File: src/rtl/pc_ctrl_defs.sv
// pc_ctrl_defs: shared encodings for the PC sequencer and redirect arbiter
package pc_ctrl_defs;
  localparam int XLEN_DEF = 32;
  typedef enum logic [1:0] {ST_BOOT, ST_RUN, ST_PEND} state_t;
  typedef enum logic [1:0] {K_NONE = 2'd0, K_JMP = 2'd1, K_BR = 2'd2, K_TRAP = 2'd3} kind_t;
endpackage

File: src/rtl/redirect_arbiter.sv
// redirect_arbiter: priority select of trap > branch > jump redirect requests
import pc_ctrl_defs::*;
module redirect_arbiter #(
  parameter int XLEN = XLEN_DEF
) (
  input  logic            trap_req,
  input  logic [XLEN-1:0] trap_target,
  input  logic            br_req,
  input  logic [XLEN-1:0] br_target,
  input  logic            jmp_req,
  input  logic [XLEN-1:0] jmp_target,
  input  logic            hz_stall,
  output logic            valid,
  output kind_t           kind,
  output logic [XLEN-1:0] target
);
  logic jmp_ok;
  // a jump decoded in ID is meaningless while ID itself is stalled
  always_comb begin
    jmp_ok = jmp_req & ~hz_stall;
    valid  = trap_req | br_req | jmp_ok;
    kind   = trap_req ? K_TRAP : br_req ? K_BR : jmp_ok ? K_JMP : K_NONE;
    target = trap_req ? trap_target : br_req ? br_target : jmp_ok ? jmp_target : '0;
  end
endmodule

File: src/rtl/pc_sequencer.sv
// pc_sequencer: drives PC stall/write/source, holding redirects that meet a stall
import pc_ctrl_defs::*;
module pc_sequencer #(
  parameter int XLEN       = XLEN_DEF,
  parameter int BOOT_DELAY = 2
) (
  input  logic            clk,
  input  logic            rst,
  input  logic            trap_req,
  input  logic [XLEN-1:0] trap_target,
  input  logic            br_req,
  input  logic [XLEN-1:0] br_target,
  input  logic            jmp_req,
  input  logic [XLEN-1:0] jmp_target,
  input  logic            hz_stall,
  input  logic            imem_ready,
  output logic            stall,
  output logic            pc_write,
  output logic [XLEN-1:0] pc_src,
  output logic            flush_ifid,
  output logic            flush_idex,
  output logic            redirect_pending
);
  localparam int CW = $clog2(BOOT_DELAY + 1);
  state_t          state_q, state_d;
  logic [CW-1:0]   cnt_q, cnt_d;
  logic [XLEN-1:0] pend_t_q, pend_t_d;
  kind_t           pend_k_q, pend_k_d;
  logic            req_v, blocked;
  kind_t           req_k, eff_k, app_k;
  logic [XLEN-1:0] req_t, eff_t, app_t;
  redirect_arbiter #(.XLEN(XLEN)) u_arb (
    .trap_req(trap_req), .trap_target(trap_target),
    .br_req(br_req), .br_target(br_target),
    .jmp_req(jmp_req), .jmp_target(jmp_target),
    .hz_stall(hz_stall),
    .valid(req_v), .kind(req_k), .target(req_t)
  );
  // state register; reset is folded into the next-state logic
  always_ff @(posedge clk) begin
    state_q  <= state_d;
    cnt_q    <= cnt_d;
    pend_t_q <= pend_t_d;
    pend_k_q <= pend_k_d;
  end
  // next state, pending latch and PC control
  always_comb begin
    stall    = 1'b1;
    pc_write = 1'b0;
    app_t    = '0;
    app_k    = K_NONE;
    state_d  = state_q;
    cnt_d    = cnt_q;
    pend_t_d = pend_t_q;
    pend_k_d = pend_k_q;
    blocked  = ~imem_ready | (hz_stall & ~(trap_req | br_req));
    eff_k    = (req_v && req_k > pend_k_q) ? req_k : pend_k_q;
    eff_t    = (req_v && req_k > pend_k_q) ? req_t : pend_t_q;
    if (!rst) begin
      state_d  = ST_BOOT;
      cnt_d    = CW'(BOOT_DELAY);
      pend_t_d = '0;
      pend_k_d = K_NONE;
    end else begin
      case (state_q)
        ST_BOOT: begin
          cnt_d = cnt_q - CW'(1);
          if (cnt_q == CW'(1)) state_d = ST_RUN;
        end
        ST_RUN: begin
          if (!req_v) stall = blocked;
          else if (!blocked) begin
            stall    = 1'b0;
            pc_write = 1'b1;
            app_t    = req_t;
            app_k    = req_k;
          end else begin
            pend_t_d = req_t;
            pend_k_d = req_k;
            state_d  = ST_PEND;
          end
        end
        ST_PEND: begin
          stall = ~imem_ready;
          if (imem_ready) begin
            pc_write = 1'b1;
            app_t    = eff_t;
            app_k    = eff_k;
            pend_k_d = K_NONE;
            state_d  = ST_RUN;
          end else begin
            pend_t_d = eff_t;
            pend_k_d = eff_k;
          end
        end
        default: state_d = ST_BOOT;
      endcase
    end
    pc_src           = pc_write ? {app_t[XLEN-1:2], 2'b00} : '0;
    flush_ifid       = pc_write;
    flush_idex       = pc_write & (app_k != K_JMP);
    redirect_pending = rst & (state_q == ST_PEND);
  end
endmodule

File: config.mk
export PLATFORM = sky130hd
export DESIGN_NAME = pc_sequencer
export DESIGN_NICKNAME = d
export VERILOG_FILES = /design/src/rtl/pc_ctrl_defs.sv /design/src/rtl/redirect_arbiter.sv /design/src/rtl/pc_sequencer.sv
export SDC_FILE = /design/constraint.sdc
export NUM_CORES = 1
export LEC_CHECK = 0
export ABC_AREA = 1
export BUFFER_PORTS_ARGS = -buffer_cell sky130_fd_sc_hd__buf_2
export CAP_MARGIN = 20
export CORE_MARGIN = 1.5
export CORE_UTILIZATION = 50
export CTS_CLUSTER_DIAMETER = 120
export DETAILED_ROUTE_END_ITERATION = 6
export PLACE_DENSITY_LB_ADDON = 0.12
export SLEW_MARGIN = 5
export SYNTH_ARGS = -nofsm -noshare
export SYNTH_HDL_FRONTEND = slang
export SYNTH_SLANG_ARGS = --single-unit
export TNS_END_PERCENT = 100
File: constraint.sdc
create_clock -name clk -period 2.7 [get_ports clk]
set_input_delay 0.54 -clock clk [delete_from_list [all_inputs] [get_ports clk]]
set_output_delay 0.54 -clock clk [all_outputs]
set_load 0.03 [all_outputs]
Yosys cells after proc, flatten, opt, wreduce, memory -nomap -nowiden
Cells that the tools add are included.
{"block": "word_totals", "register_bits": 38, "input_bits": 103, "elab_cells": 72}
{"block": "classes", "add_sub_neg": 1, "n_lt_le_gt_ge": 1, "eq_ne": 9, "n_mux": 41, "n_bitwise": 10, "n_reduce_logical": 6}
{"op": "$mux W32", "count": 12}
{"op": "$pmux W32 S2", "count": 2}
{"op": "$mux W2", "count": 14}
{"op": "$ne A2 B2 Y1 const B", "count": 5}
{"op": "$mux W1", "count": 8}
{"op": "$pmux W2 S2", "count": 2}
{"op": "$reduce_and A4 Y1", "count": 2}
{"op": "$pmux W2 S3", "count": 1}
{"op": "$and A1 B1 Y1", "count": 4}
{"op": "$eq A2 B1 Y1 const B", "count": 2}
{"op": "$pmux W1 S2", "count": 2}
{"op": "$not A1 Y1", "count": 3}
{"op": "$or A1 B1 Y1", "count": 3}
{"op": "$reduce_and A3 Y1", "count": 1}
{"op": "$eq A2 B2 Y1 const B", "count": 1}
{"op": "$gt A2 B2 Y1", "count": 1}
{"op": "$logic_not A2 Y1", "count": 1}
{"op": "$ne A2 B1 Y1 const B", "count": 1}
{"op": "$reduce_bool A2 Y1", "count": 1}
{"op": "$sub A2 B1 Y2 const B", "count": 1}
{"op": "$logic_and A1 B1 Y1", "count": 1}

Logic depth before layout (Yosys ltp)
{"block": "logic_depth", "ltp_word": 13, "depth_mapped": 12, "ltp_nobuf": 12}

Modules after synthesis
From an unflattened synthesis, not the netlist that was laid out.
{"block": "unflattened", "hier_cells": 671, "hier_area_um2": 3946.3}
{"module": "pc_sequencer", "n_inst": 1, "cells_per_inst": 515, "area_each_um2": 3075.4, "seq_area_each_um2": 720.7}
{"module": "redirect_arbiter", "n_inst": 1, "cells_per_inst": 156, "area_each_um2": 870.8, "seq_area_each_um2": 0.0}

Worst setup path after synthesis
Ideal clock, no wire load.
{"block": "synth_path", "kind": "input port to output port", "from": "in br_req", "to": "out pc_src[10]", "t_arrival_ns": 2.218, "setup_slack_ns": -0.058, "path_stages": 11, "path_cell_list": "nor2_4 inv_1 ha_1 a21boi_0 nand2_1 nand2_2 nand2_2 buf_2 nand2_1 nand3_1 a21oi_1"}
{"block": "synth_between", "elab_chain_len": 9}
{"item": "from (decl)", "line": "pc_sequencer.sv:11", "text": "input logic br_req,"}
{"item": "$mux W2 or $or A1 B1 Y1 (tied branches)", "line": "redirect_arbiter.sv:22, redirect_arbiter.sv:21, pc_sequencer.sv:56"}
{"item": "$mux W2 or $not A1 Y1 (tied branches)", "line": "redirect_arbiter.sv:22, pc_sequencer.sv:56"}
{"item": "$gt A2 B2 Y1 or $and A1 B1 Y1 (tied branches)", "line": "pc_sequencer.sv:58, pc_sequencer.sv:56"}
{"item": "$logic_and A1 B1 Y1 or $or A1 B1 Y1 (tied branches)", "line": "pc_sequencer.sv:58, pc_sequencer.sv:56"}
{"item": "$mux W32 (tied with other cells)", "line": "pc_sequencer.sv:58", "text": "eff_t = (req_v && req_k > pend_k_q) ? req_t : pend_t_q;"}
{"item": "$mux W32 (tied with other cells)", "line": "pc_sequencer.sv:85", "text": "if (imem_ready) begin"}
{"item": "$pmux W32 S2 or $pmux W1 S2 (tied branches)", "line": "pc_sequencer.sv:65", "text": "case (state_q)"}
{"item": "$mux W32 or $mux W1 (tied branches)", "line": "pc_sequencer.sv:59", "text": "if (!rst) begin"}
{"item": "$mux W32 (*)", "line": "pc_sequencer.sv:99", "text": "pc_src = pc_write ? {app_t[XLEN-1:2], 2'b00} : '0;"}
{"item": "to (decl)", "line": "pc_sequencer.sv:19", "text": "output logic [XLEN-1:0] pc_src,"}
Mark *: on every way between the ends. The rest lies on a longest branch, timed or not.

Worst setup path in the final report
{"block": "layout_path", "from": "in br_req", "to": "out pc_src[23]"}
Same word-level chain as after synthesis.

==> flow_metrics.env <==
export IMPL_cts_reportedPaths_clkPinSlew_ns=0.07
export IMPL_antenna_found_initial=0
export IMPL_hold_viol_final=0
export IMPL_slew_headroom=0.577
export IMPL_hp_class="register to register"
export IMPL_fin_nets=893
export IMPL_stdcell_count=866
export IMPL_power_internal_mw=1.88
export IMPL_pre_cts_slack_ns=-0.249
export IMPL_syn_area_mm2=0.00347
export IMPL_violations="setup timing"
export IMPL_dp_cells=850
export IMPL_critPathMaxFanout=22
export IMPL_yosysMostFrequentCell="nand2_1"
export IMPL_die_area_mm2=0.00745
export IMPL_outcome="finished with violations"
export IMPL_drive_gt1_frac=0.318
export IMPL_switching_power_mw=1.82
export IMPL_seq_area_um2=721
export IMPL_ir_drop_v=0.000353
export IMPL_synth_top_cells_by_count="nand2_1 (163), inv_1 (107), a21oi_1 (97)"
export IMPL_diodes=0
export IMPL_wirelength_um=11900
export IMPL_num_vias=4728
export IMPL_synth_cell_types=27
export IMPL_synthTopCellsByArea="dfxtp_1 (21%), nand2_1 (18%), a21oi_1 (14%)"
export IMPL_clkPwrFrac=0.114
export IMPL_skew_ns=0.00933
export IMPL_synth_ff_type="dfxtp_1"
export IMPL_slew_viol_final=0
export IMPL_timing_final_ws_setup_ns=-0.00523
export IMPL_die_h_um=86.3
export IMPL_num_rows=30
export IMPL_rsz0062_at_grt="yes"
export IMPL_critical_path_required_ns=2.16
export IMPL_timing_hold_ws_ns=0.468
export IMPL_vias_per_cell=5.46
export IMPL_port_buffers=131
export IMPL_synth_edff_count=0
export IMPL_die_x_um=86.3
export IMPL_clkSinkCount=36
export IMPL_htree_num_levels=2
export IMPL_p_sw_frac=0.492
export IMPL_core_mm2=0.00676
export IMPL_synth_largest_area_cell="dfxtp_1"
export IMPL_ys_async_sr_fraction=0
export IMPL_grt_use_total=0.296
export IMPL_numCtsBuffers=5
export IMPL_dp_hpwl_um=7660
export IMPL_leakage_nw=2.49
export IMPL_holdBufCountCts=0
export IMPL_design_portCount=140
export IMPL_grt_pass1_vias=4181
export IMPL_grt_max_degree=64
export IMPL_ys_warn_count=0
export IMPL_fmax_mhz=370
export IMPL_seq_power_share=0.251
export IMPL_multiInputGateArea_mm2=0.00232
export IMPL_grt_pass1_wl_um=18000
export IMPL_antenna_left=0
export IMPL_grt_remaining_overflow=0
export IMPL_reg2reg_depth=9
export IMPL_hold_depth=2
export IMPL_gp_congestion=0.939
export IMPL_yosysSeqAreaShare=0.208
export IMPL_synth_top_cell_area_share=0.208
export IMPL_synth_avg_cell_area_um2=5.38
export IMPL_worst_ep_arrival_time_ns=2.17
export IMPL_fin_crit_sh=1.00
export IMPL_startpoint_type="input port"
export IMPL_firstDrtPassIters=5
export IMPL_p_per_area_mw_per_mm2=742
export IMPL_cts_root_buf="clkbuf_8"
export IMPL_clockBufferDepth=2
export IMPL_cts_tree="yes"
export IMPL_path_class="input port to output port"
export IMPL_drt_initial_drc_count=323
export IMPL_pwr_share_comb=0.636
export IMPL_min_period_ns=2.71
export IMPL_drc_errors=0
export IMPL_synthCells=645
export IMPL_setup_viol=3
export IMPL_tightest_slew_ns=0.634
export IMPL_wire_per_inst_um=13.7
export IMPL_syn2layout_area_growth_pct=43.7
export IMPL_start_util=0.513
export IMPL_endpoint_kind="output port"
export IMPL_cap_violations=0
export IMPL_worstSkewPairLatency_ns=0.30
export IMPL_fillers=600
export IMPL_ys_ff_latch=36
[final timing paths]
| check | start | end | slack [ns] |
|---|---|---|---|
| worst max-delay path | br_req | pc_src[23] | -0.005 |
| worst min-delay path | cnt_q[1] | cnt_q[1] | 0.47 |
| worst min register to register | cnt_q[1] | cnt_q[1] | 0.47 |
| worst max register to register | state_q[0] | pend_t_q[7] | 0.51 |
[per-stage QoR]
step / power [mW] / TNS, ns / instance area (µm²) / util
after floorplan: 2.37 / 0 / 3580 / -
after detailed placement: 3.08 / -5.26 / 4500 / 0.666
final: 3.70 / -0.0102 / 4980 / 0.737
after global routing: 4.02 / -2.62 / 4980 / 0.737
after CTS: 3.55 / -0.00161 / 4670 / 0.692
after global placement: 2.97 / -2.86 / 4500 / 0.666
[power groups by stage]
stage / sequential, mW / clock, mW / combinational (mW)
CTS: 0.916 / 0.424 / 2.21
global placement: 0.915 / 0 / 2.06
finish: 0.927 / 0.421 / 2.35
global route: 0.949 / 0.439 / 2.63
detailed placement: 0.927 / 0 / 2.15
floorplan: 0.895 / 0 / 1.48
[metal layers]
layer / global-route usage / vias up / part of all wire
li1: - / 2343 / -
met1: 0.347 / 2156 / 0.42
met2: 0.539 / 204 / 0.50
met5: 0 / - / 0
met4: 0.132 / 0 / 0.016
met3: 0.0371 / 25 / 0.067
[cells in the final DEF, fill, tap and decap left out, types with 2 or more instances in the layout]
cell type  instances
buf_4             42
o21ai_2            2
inv_2              7
inv_1            105
o21ai_1           36
nand3_1           65
a21oi_1           66
nand2_4            3
nand2_1          154
nand2_2           10
nor2_1             3
buf_6             31
buf_12             7
buf_2             98
o21ai_0           60
nand3_2            3
clkbuf_8           6
ha_1               3
dfxtp_1           36
conb_1             2
clkinv_2           2
a21oi_2           31
nor2_4             3
[flip-flops by register name, indices dropped and copies added, names as in the netlist]
name      cells
pend_t_q     30
cnt_q         2
pend_k_q      2
state_q       2
[cell families after synthesis]
| logic type | count (synthesis) | synth area share |
|---|---|---|
| simple gates | 243 | 0.296 |
| compound gates | 199 | 0.292 |
| buf+inv | 160 | 0.183 |
| flops | 36 | 0.208 |
| fa+ha+maj | 5 | 0.0180 |
| xor+xnor | 1 | 0.00253 |
| other cells | 1 | 0.00108 |
[critical path, cell delays in order]
cell	delay (ns)
buf_12	0.11
nor2_4	0.11
inv_2	0.06
ha_4	0.27
nand2_1	0.05
nand2_1	0.07
nand2_2	0.07
nand2_4	0.11
inv_2	0.06
buf_12	0.16
nand2_2	0.07
nand3_1	0.09
a21oi_2	0.20
buf_6	0.16
[area by class of cell]
| type | count | area share |
|---|---|---|
| Clock buffer | 6 | 0.0166 |
| Clock inverter | 2 | 0.00201 |
| Inverter | 113 | 0.0851 |
| Multi-Input combinational cell | 450 | 0.467 |
| Sequential cell | 36 | 0.145 |
| Tap cell | 80 | 0.0201 |
| Timing Repair Buffer | 179 | 0.265 |
[what timing repair did]
item	in CTS	in global routing
setup endpoints to repair	31	31
gates resized for setup	21	96
cloned	0	1
pin swaps	4	14
setup buffers	1	6
Note: power is estimated with default switching activity, not from simulation.
